**src/rtl/branch_predictor_if.sv**
```systemverilog
// branch_predictor_if: fetch lookup, execute training and statistics signals
// for the branch target buffer.
//   master : fetch/execute side (drives fetch_pc, upd_*, flush)
//   slave  : predictor side (drives pred_*, branch_cnt, mispred_cnt)
interface branch_predictor_if #(
  parameter int CNT_W = 16
);
  logic [31:0]      fetch_pc;
  logic             pred_taken;
  logic [31:0]      pred_target;
  logic             pred_hit;
  logic             upd_valid;
  logic [31:0]      upd_pc;
  logic             upd_taken;
  logic [31:0]      upd_target;
  logic             upd_mispredict;
  logic             flush;
  logic [CNT_W-1:0] branch_cnt;
  logic [CNT_W-1:0] mispred_cnt;

  modport master (
    output fetch_pc, upd_valid, upd_pc, upd_taken, upd_target, upd_mispredict, flush,
    input  pred_taken, pred_target, pred_hit, branch_cnt, mispred_cnt
  );

  modport slave (
    input  fetch_pc, upd_valid, upd_pc, upd_taken, upd_target, upd_mispredict, flush,
    output pred_taken, pred_target, pred_hit, branch_cnt, mispred_cnt
  );
endinterface

```
**src/rtl/branch_predictor.sv**
```systemverilog
// branch_predictor: direct-mapped branch target buffer with 2-bit saturating
// direction counters, plus saturating resolved-branch / mispredict counters.
//   clk, rst : clock (rising edge), asynchronous active-high reset
//   bp       : branch_predictor_if.slave
//              - lookup:  fetch_pc -> pred_hit / pred_taken / pred_target (combinational)
//              - train:   upd_valid, upd_pc, upd_taken, upd_target, upd_mispredict
//              - flush:   synchronous invalidate of the whole table
//              - stats:   branch_cnt, mispred_cnt
// The bp interface must be instantiated with the same CNT_W as this module.
module branch_predictor #(
  parameter int         ENTRIES = 16,
  parameter int         CNT_W   = 16,
  parameter logic [1:0] CTR_RST = 2'b01
) (
  input  logic                clk,
  input  logic                rst,
  branch_predictor_if.slave   bp
);
  localparam int IDX_W = $clog2(ENTRIES);
  localparam int TAG_W = 30 - IDX_W;

  logic [ENTRIES-1:0]            valid_q;
  logic [ENTRIES-1:0][1:0]       ctr_q;
  logic [ENTRIES-1:0][TAG_W-1:0] tag_q;
  logic [ENTRIES-1:0][31:0]      tgt_q;
  logic [CNT_W-1:0]              bcnt_q, mcnt_q;

  // Byte-offset bits carry no information for word-aligned PCs.
  logic unused;
  assign unused = ^{bp.fetch_pc[1:0], bp.upd_pc[1:0]};

  // ---------------- lookup ----------------
  logic [IDX_W-1:0] f_idx;
  logic [TAG_W-1:0] f_tag;
  assign f_idx = bp.fetch_pc[IDX_W+1:2];
  assign f_tag = bp.fetch_pc[31:IDX_W+2];

  assign bp.pred_hit    = valid_q[f_idx] && (tag_q[f_idx] == f_tag);
  assign bp.pred_taken  = bp.pred_hit && ctr_q[f_idx][1];
  assign bp.pred_target = bp.pred_taken ? tgt_q[f_idx] : bp.fetch_pc + 32'd4;

  // ---------------- update ----------------
  logic [IDX_W-1:0] u_idx;
  logic [TAG_W-1:0] u_tag;
  logic             u_hit;
  logic             tbl_we;
  assign u_idx  = bp.upd_pc[IDX_W+1:2];
  assign u_tag  = bp.upd_pc[31:IDX_W+2];
  assign u_hit  = valid_q[u_idx] && (tag_q[u_idx] == u_tag);
  assign tbl_we = bp.upd_valid && !bp.flush;

  function automatic logic [1:0] ctr_step(input logic [1:0] c, input logic t);
    if (t) return (c == 2'b11) ? c : c + 2'b01;
    else   return (c == 2'b00) ? c : c - 2'b01;
  endfunction

  always_ff @(posedge clk or posedge rst) begin
    if (rst) begin
      valid_q <= '0;
      ctr_q   <= {ENTRIES{CTR_RST}};
    end else if (bp.flush) begin
      valid_q <= '0;
      ctr_q   <= {ENTRIES{CTR_RST}};
    end else if (tbl_we) begin
      if (u_hit) begin
        ctr_q[u_idx] <= ctr_step(ctr_q[u_idx], bp.upd_taken);
      end else if (bp.upd_taken) begin
        valid_q[u_idx] <= 1'b1;
        ctr_q[u_idx]   <= 2'b10;
      end
    end
  end

  // Tag/target need no reset: they are only observed behind valid_q.
  // A taken update writes both on hit (tag unchanged) and on allocation.
  always_ff @(posedge clk) begin
    if (tbl_we && bp.upd_taken) begin
      tag_q[u_idx] <= u_tag;
      tgt_q[u_idx] <= bp.upd_target;
    end
  end

  // ---------------- statistics ----------------
  // Flush does not suppress counting; both counters stick at all-ones.
  always_ff @(posedge clk or posedge rst) begin
    if (rst) begin
      bcnt_q <= '0;
      mcnt_q <= '0;
    end else if (bp.upd_valid) begin
      if (bcnt_q != '1) bcnt_q <= bcnt_q + 1'b1;
      if (bp.upd_mispredict && mcnt_q != '1) mcnt_q <= mcnt_q + 1'b1;
    end
  end

  assign bp.branch_cnt  = bcnt_q;
  assign bp.mispred_cnt = mcnt_q;
endmodule
```
**src/flat_wrapper.sv**
```systemverilog
// flat-port wrapper written by rule: the top's interface ports become plain ports
module branch_predictor_flat 
#(
  parameter int         ENTRIES = 16,
  parameter int         CNT_W   = 16,
  parameter logic [1:0] CTR_RST = 2'b01
)
  (clk, rst, bp_fetch_pc, bp_upd_valid, bp_upd_pc, bp_upd_taken, bp_upd_target, bp_upd_mispredict, bp_flush, bp_pred_taken, bp_pred_target, bp_pred_hit, bp_branch_cnt, bp_mispred_cnt);
  branch_predictor_if #(.CNT_W(CNT_W)) bp_i ();
  input  logic clk;
  input  logic rst;
  input wire logic [$bits(bp_i.fetch_pc)-1:0] bp_fetch_pc;
  input wire logic [$bits(bp_i.upd_valid)-1:0] bp_upd_valid;
  input wire logic [$bits(bp_i.upd_pc)-1:0] bp_upd_pc;
  input wire logic [$bits(bp_i.upd_taken)-1:0] bp_upd_taken;
  input wire logic [$bits(bp_i.upd_target)-1:0] bp_upd_target;
  input wire logic [$bits(bp_i.upd_mispredict)-1:0] bp_upd_mispredict;
  input wire logic [$bits(bp_i.flush)-1:0] bp_flush;
  output wire logic [$bits(bp_i.pred_taken)-1:0] bp_pred_taken;
  output wire logic [$bits(bp_i.pred_target)-1:0] bp_pred_target;
  output wire logic [$bits(bp_i.pred_hit)-1:0] bp_pred_hit;
  output wire logic [$bits(bp_i.branch_cnt)-1:0] bp_branch_cnt;
  output wire logic [$bits(bp_i.mispred_cnt)-1:0] bp_mispred_cnt;
  assign bp_i.fetch_pc = bp_fetch_pc;
  assign bp_i.upd_valid = bp_upd_valid;
  assign bp_i.upd_pc = bp_upd_pc;
  assign bp_i.upd_taken = bp_upd_taken;
  assign bp_i.upd_target = bp_upd_target;
  assign bp_i.upd_mispredict = bp_upd_mispredict;
  assign bp_i.flush = bp_flush;
  assign bp_pred_taken = bp_i.pred_taken;
  assign bp_pred_target = bp_i.pred_target;
  assign bp_pred_hit = bp_i.pred_hit;
  assign bp_branch_cnt = bp_i.branch_cnt;
  assign bp_mispred_cnt = bp_i.mispred_cnt;
  branch_predictor #(.ENTRIES(ENTRIES), .CNT_W(CNT_W), .CTR_RST(CTR_RST)) u_core (.clk(clk), .rst(rst), .bp(bp_i));
endmodule
```
**config.mk**
```make
export PLATFORM = sky130hd
export DESIGN_NAME = branch_predictor_flat
export DESIGN_NICKNAME = d
export VERILOG_FILES = /design/src/rtl/branch_predictor_if.sv /design/src/rtl/branch_predictor.sv /design/src/flat_wrapper.sv
export SDC_FILE = /design/constraint.sdc
export NUM_CORES = 1
export LEC_CHECK = 0
export BUFFER_PORTS_ARGS = -buffer_cell sky130_fd_sc_hd__buf_2
export CAP_MARGIN = 20
export CORE_MARGIN = 4
export CORE_UTILIZATION = 30
export DETAILED_ROUTE_END_ITERATION = 6
export SLEW_MARGIN = 20
export SYNTH_ARGS = -nofsm -noshare
export SYNTH_HDL_FRONTEND = slang
export SYNTH_SLANG_ARGS = --single-unit
```
**constraint.sdc**
```tcl
create_clock -name clk -period 4.79 [get_ports clk]
set_input_delay 0.7185 -clock clk [delete_from_list [all_inputs] [get_ports clk]]
set_output_delay 0.7185 -clock clk [all_outputs]
set_load 0.01 [all_outputs]
```
==> run summary, run 1 <==
number of synthesized flops with an enable pin: 928
vias per cell: 5.29
die width: 394 um
Avg Cell Area, Syn: 19.2 um2
Post-CTS Hold Buffers: 0
fin area: 52300 um2
Starting DRT DRC Count: 2490
Critical-path top delay cell: nor4_2
die area: 155000 um2
Synthesized Nets: 2429
Placed Instance Area: 48900 um2
fin cells: 4637
Setup Viol. Count Final: 26
Netlist Area Pre-Place: 44600 um2
Power Dens Cells: 368 nW/um2
Crit Path Class: in -> out
commonest non-fill, non-tap cell in the layout: edfxtp_1
Reg area: 29900 um2
Async S/R FF share, synth: 0.0794
fin crit period: 4.89 ns
ratio of final minimum period to clock period: 1.02
slew margin rel.: 0.371
# port buffers: 165
Die Y: 394 um
clk slew on worst S/H paths: 0.06 ns
Hold Path Class: in -> async
nets: 2716
Hold Slack: 0.201 ns
DRT Wirelength: 124000 um
RSZ-0062 raised after global routing: true
worst-margin pin slew: 0.944 ns
HPWL Detailed: 75000 um
CP Data Required Time: 4.07 ns
# fillers: 13642
top fanout value on the critical path: 25
first-pass GRT wire length: 179000 um
Pins Over Slew Limit: 0
Starting Density: 0.302
Placed Cells incl. Taps: 4433
area grow syn2layout: 17.3%
CTS tree: done
Via Count: 24541
initial antenna violation count: 35
row cnt: 141
largest net degree at the start of global routing: 62
Arrival @ worst endpoint: 4.17 ns
Clock Latency Late Sink: 0.71 ns
Max IR drop VDD: 0.326 mV
routed len/inst: 26.8 um
Worst Slack Setup Final: -0.0985 ns
status: complete, but fails checks
vias in the first global route: 24720
drt drc: 0
Pleak: 17.3 nW
most frequent cells in the layout: edfxtp_1 (928), mux4_2 (365), buf_2 (158)
Syn Inst Count: 2324
number of I/O pins: 168
worst-path cell chain: buf_12, buf_12, buf_4, mux4_2, mux2i_1, a211oi_1, a21oi_1, nor4_2, nand4_1, nor4_4, and2_4, buf_12, mux2_1, buf_2
Max Cap Viol: 0
multi-input logic area: 14000 um2
main combinational cell family by area after synthesis: multiplexers
maximum clock rate: 205 MHz
Clock Path Buffers: 3
clk root buf: clkbuf_16
final hold violations: 0
CP Launch Type: primary input
total congestion overflow: 0
global-route usage over all layers: 0.158
CTS Sinks: 1008
H-tree depth: 3
worst reg2reg startpoint: u_core.tag_q[116]
clock skew: 0.0724 ns
Synth Area in Adders: 0.000842
Pre-antenna DRT Iters: 5
TritonCTS buffer count: 102
crit path from: bp_fetch_pc[2]
Synth Area in Compound Gates: 0.0305
GP Congestion: 0.840
CP dominant cell by count: buf_12
synthesized flop and latch total: 1008
CP max stage delay: 0.42 ns
xor/xnor share of the synthesized area: 0.0228
multiplexer share of the synthesized area: 0.226
Synth Area in Simple Gates: 0.0312
Synth Warn #: 0
layout cells sized above 1: 0.335
Antenna Nets Post-Route: 0
failing checks: negative setup slack
register area share after synthesis: 0.670
Yosys cell types: 74
setup TNS: -1.55 ns
Synth Flop Type: edfxtp_1
core outline area: 148000 um2
CP Capture Type: output port
where the power goes:
part	internal, mW	leakage [nW]	switching [mW]
clock	4.46	1.60	3.45
sequential	9.72	9.39	0.0799
combinational	0.671	6.33	0.900
per-stage QoR:
stage | power [mW] | setup WS [ns] | util
global placement | 11.5 | -0.309 | 0.331
global route | 20.0 | -0.176 | 0.354
floorplan | 10.9 | 0.169 | -
CTS | 19.5 | -0.0905 | 0.354
detailed placement | 11.6 | -0.319 | 0.331
finish | 19.3 | -0.0985 | 0.354
registers in the layout (all words and copies together) (netlist names):
name	cells
u_core.bp.branch_cnt	16
u_core.bp.mispred_cnt	16
u_core.ctr_q	32
u_core.tag_q	416
u_core.tgt_q	512
u_core.valid_q	16
critical path, delay by kind of cell:
family / cells / cell delay, ns
and+or+nand+nor: 4 / 1.23
muxes: 3 / 0.93
buffers and inverters: 5 / 0.84
AOI/OAI and AO/OA: 2 / 0.36
layer usage:
layer | part of all wire | global-route usage | up-vias
li1 | - | - | 10254
met1 | 0.42 | 0.215 | 13038
met2 | 0.46 | 0.246 | 1040
met3 | 0.095 | 0.0489 | 195
met4 | 0.026 | 0.0392 | 14
met5 | 0.0019 | 0.00739 | -
synthesized netlist by cell type (9+ instances only):
cell type,count,area share
a211oi_1,9,0.0015
a21oi_1,44,0.0049
a22oi_1,18,0.0030
and2_1,9,0.0013
and3_1,15,0.0021
buf_1,18,0.0015
buf_2,42,0.0047
buf_4,13,0.0022
buf_6,11,0.0028
clkbuf_1,56,0.0047
dfrtp_1,64,0.036
dfstp_2,16,0.0094
edfxtp_1,928,0.62
inv_1,27,0.0023
mux2_1,18,0.0045
mux2_2,18,0.0045
mux2i_1,145,0.033
mux4_2,365,0.18
nand2_1,75,0.0063
nand3_1,40,0.0045
nand4_1,14,0.0020
nor2_1,75,0.0063
nor2b_1,11,0.0015
o211ai_1,19,0.0032
o21ai_0,33,0.0037
o221ai_1,17,0.0033
o22ai_1,16,0.0022
xnor2_1,66,0.013
xor2_1,50,0.0098
logic make-up (layout without fill, tap and decap cells):
logic type	Yosys count	count (layout)
fa+ha+maj	3	3
other cells	0	9
xor+xnor	116	116
buf+inv	170	544
mux	546	546
simple gates	284	284
compound gates	197	197
flops	1008	1008
final timing paths:
| check | cells past startpoint | slack (ns) | to |
|---|---|---|---|
| worst max-delay path | 14 | -0.1 | bp_pred_target[5] |
| worst min-delay path | 2 | 0.20 | u_core.bp.mispred_cnt[7] |
| worst max register to register | 9 | 1.46 | u_core.ctr_q[30] |
| worst min register to register | 1 | 0.48 | u_core.bp.branch_cnt[12] |
| max in group asynchronous | 3 | 3.59 | u_core.ctr_q[12] |
| min in group clk | 1 | 0.38 | u_core.tgt_q[510] |
timing repair:
| item | 4_1_cts | 5_1_grt |
|---|---|---|
| cloned | 0 | 0 |
| setup endpoints to repair | 33 | 33 |
| gates resized for setup | 10 | 5 |
| pin swaps | 3 | 3 |
| setup buffers | 4 | 0 |
area by class of cell:
type,count,area share
Clock inverter,65,0.0126
Sequential cell,1008,0.571
Timing Repair Buffer,324,0.0481
Tap cell,1930,0.0462
Clock buffer,126,0.0509
Inverter,29,0.00215
Antenna cell,9,0.000430
Multi-Input combinational cell,1146,0.268
No activity file was read; power rests on OpenSTA's default activity.
==> run 2: changes to the inputs <==
--- a/config.mk
+++ b/config.mk
@@ -5,11 +5,12 @@
 export SDC_FILE = /design/constraint.sdc
 export NUM_CORES = 1
 export LEC_CHECK = 0
-export BUFFER_PORTS_ARGS = -buffer_cell sky130_fd_sc_hd__buf_2
+export BUFFER_PORTS_ARGS = -buffer_cell sky130_fd_sc_hd__buf_4
 export CAP_MARGIN = 20
 export CORE_MARGIN = 4
 export CORE_UTILIZATION = 30
 export DETAILED_ROUTE_END_ITERATION = 6
+export GPL_TIMING_DRIVEN = 0
 export SLEW_MARGIN = 20
 export SYNTH_ARGS = -nofsm -noshare
 export SYNTH_HDL_FRONTEND = slang
==> run summary, run 2 (same netlist as run 1, synthesis figures left out) <==
layout cells sized above 1: 0.366 (+0.0310)
Clock Latency Late Sink: 0.71 ns (about the same)
fin cells: 4700 (+1.4%)
NetSw: 4.67 mW (+5.5%)
status: complete, but fails checks
fin area: 54600 um2 (+4.4%)
Worst Slack Setup Final: -0.0914 ns (+0.00711 ns)
Max IR drop VDD: 0.297 mV (-8.7%)
reg2reg end: u_core.ctr_q[13]
H-tree depth: 3 (unchanged)
die area: 155000 um2 (unchanged)
Via Count: 25829 (+5.2%)
Antenna Nets Post-Route: 0 (unchanged)
Placed Instance Area: 49900 um2 (+2.1%)
total power: 19.9 mW (+3.2%)
maximum clock rate: 205 MHz (+0.15%)
clk root buf: clkbuf_16
Starting Density: 0.302 (unchanged)
total congestion overflow: 0 (unchanged)
worst-margin pin slew: 1.01 ns (+0.0656 ns)
vias per cell: 5.50 (+3.8%)
die width: 394 um (unchanged)
CP Data Required Time: 4.07 ns (about the same)
Arrival @ worst endpoint: 4.16 ns (about the same)
CTS Sinks: 1008 (unchanged)
WHS Path Cells: 1
Power Dens Cells: 364 nW/um2 (-1.1%)
DP Worst Slack: -2.01 ns (-1.69 ns)
area grow syn2layout: 22.5%
Crit Path Class: in -> out
CP Capture Type: output port
GP Congestion: 0.904 (+7.6%)
Largest regs: u_core.tgt_q: 512 flops, u_core.tag_q: 416 flops, u_core.ctr_q: 32 flops
Hold Path Class: in -> reg
# port buffers: 158 (-4.2%)
number of I/O pins: 168 (unchanged)
internal cell power: 15.2 mW (+2.5%)
largest net degree at the start of global routing: 56 (-9.7%)
Clock Path Buffers: 3 (unchanged)
Setup Viol. Count Final: 22 (-15%)
Placed Cells incl. Taps: 4477 (+0.99%)
drt drc: 0 (unchanged)
commonest non-fill, non-tap cell in the layout: edfxtp_1
ratio of final minimum period to clock period: 1.02 (-0.00148)
most frequent cells in the layout: edfxtp_1 (928), mux4_2 (365), buf_4 (176)
RSZ-0062 raised after global routing: true
Pre-antenna DRT Iters: 6 (+1)
DRT Wirelength: 143000 um (+15%)
TritonCTS buffer count: 101 (-0.98%)
CTS tree: done
slew margin rel.: 0.327 (-0.0437)
initial antenna violation count: 11 (-69%)
global-route usage over all layers: 0.180 (+0.0226)
clk slew on worst S/H paths: 0.06 ns (about the same)
Net Sw Frac: 0.235 (+0.00514)
final hold violations: 0 (unchanged)
Hold EP: u_core.tgt_q[141]
Clk pwr share: 0.416 (+0.006)
Starting DRT DRC Count: 3389 (+36%)
critical hold path startpoint: bp_upd_target[13]
Pins Over Slew Limit: 0 (unchanged)
row cnt: 141 (unchanged)
Top reg by flops: u_core.tgt_q
routed len/inst: 30.5 um (+13%)
combinational fraction of design power: 0.092 (+0.010)
flop2flop setup slack: 1.26 ns (-0.20 ns)
nets: 2783 (+2.5%)
worst reg2reg startpoint: u_core.tag_q[389]
core outline area: 148000 um2 (unchanged)
sequential group share of total power: 0.493 (-0.015)
Pleak: 18.0 nW (+4.1%)
failing checks: negative setup slack
vias in the first global route: 25768 (+4.2%)
fin crit period: 4.88 ns (-0.00711 ns)
clock skew: 0.0493 ns (-0.0231 ns)
HPWL Detailed: 97800 um (+30%)
max reg flops: 512 (unchanged)
FF-to-FF path depth: 10 (+1)
top fanout value on the critical path: 10 (-60%)
CP Launch Type: primary input
setup TNS: -0.914 ns (+0.637 ns)
first-pass GRT wire length: 201000 um (+12%)
Max Cap Viol: 0 (unchanged)
Die Y: 394 um (unchanged)
[run 2: cell count changes in the layout (fill, tap and decap cells not counted), sizes merged]
cell           previous run  this run
clkbuf                  127       180
buf                     323       331
bufinv                    9        14
clkinv                   51        46
clkinvlp                  5         3
inv                      29        31
bufbuf                    0         1
clkdlybuf4s15             0         1
diode                     9         8
dlygate4sd3               0         1
[run 2: area by class of cell]
type	count	area, um2
tap	1930	2410
clock inverter	65	828
multi-input combinational	1146	14500
timing repair buffer	253	3170
fill	13348	93000
clock buffer	122	2650
sequential	1008	29900
antenna	8	20.0
inverter	29	114
buffer	139	1090
[run 2: how the worst max path moves through the flow]
stage	from	endpoint	slack [ns]	depth (start not counted)
2_1_floorplan	bp_upd_pc[4]	u_core.tag_q[260]	0.17	6
6_report	bp_fetch_pc[2]	bp_pred_target[5]	-0.09	14
4_1_cts	bp_fetch_pc[2]	bp_pred_target[15]	-0.02	15
3_5_place_dp	bp_fetch_pc[3]	bp_pred_target[17]	-2.01	12
5_1_grt	bp_fetch_pc[3]	bp_pred_target[5]	-0.13	14
3_3_place_gp	bp_upd_pc[4]	u_core.tgt_q[408]	-5.02	6
[run 2: critical path, stage by stage]
cell,delay (ns)
buf_16,0.12
buf_4,0.12
bufbuf_16,0.24
buf_6,0.22
mux4_2,0.53
mux2i_1,0.20
a21oi_1,0.22
xnor2_1,0.22
nand4_1,0.17
nor4_4,0.37
and2_4,0.32
clkbuf_16,0.19
mux2_4,0.35
buf_6,0.13
[run 2: power by group through the flow]
stage | registers, mW | logic (mW) | clock network, mW
6_report | 9.80 | 1.83 | 8.27
5_1_grt | 9.81 | 1.91 | 8.79
3_3_place_gp | 9.99 | 1.65 | 0
4_1_cts | 9.80 | 1.79 | 8.39
2_1_floorplan | 10.0 | 0.875 | 0
3_5_place_dp | 9.99 | 1.69 | 0
[run 2: per-stage QoR]
stage,hold slack (ns),utilization
CTS,0.222,0.368
detailed placement,0.481,0.338
floorplan,0.473,-
global route,0.246,0.370
global placement,0.479,0.326
finish,0.262,0.370
[run 2: timing repair]
item / CTS / global route
setup endpoints to repair: 34 / 33
endpoints found under the hold margin: 4 / 0
gates cloned: 1 / 2
hold buffers: 1 / 0
gates resized for setup: 200 / 62
pin swaps: 4 / 7
buffers inserted: 19 / 7
[run 2: routing by layer]
metal / global-route usage / wire (um) / up-vias
met2: 0.276 / 65000 / 1485
met5: 0 / 34 / -
met4: 0.0595 / 5120 / 4
met1: 0.251 / 57900 / 13666
li1: - / - / 10398
met3: 0.0480 / 15100 / 276
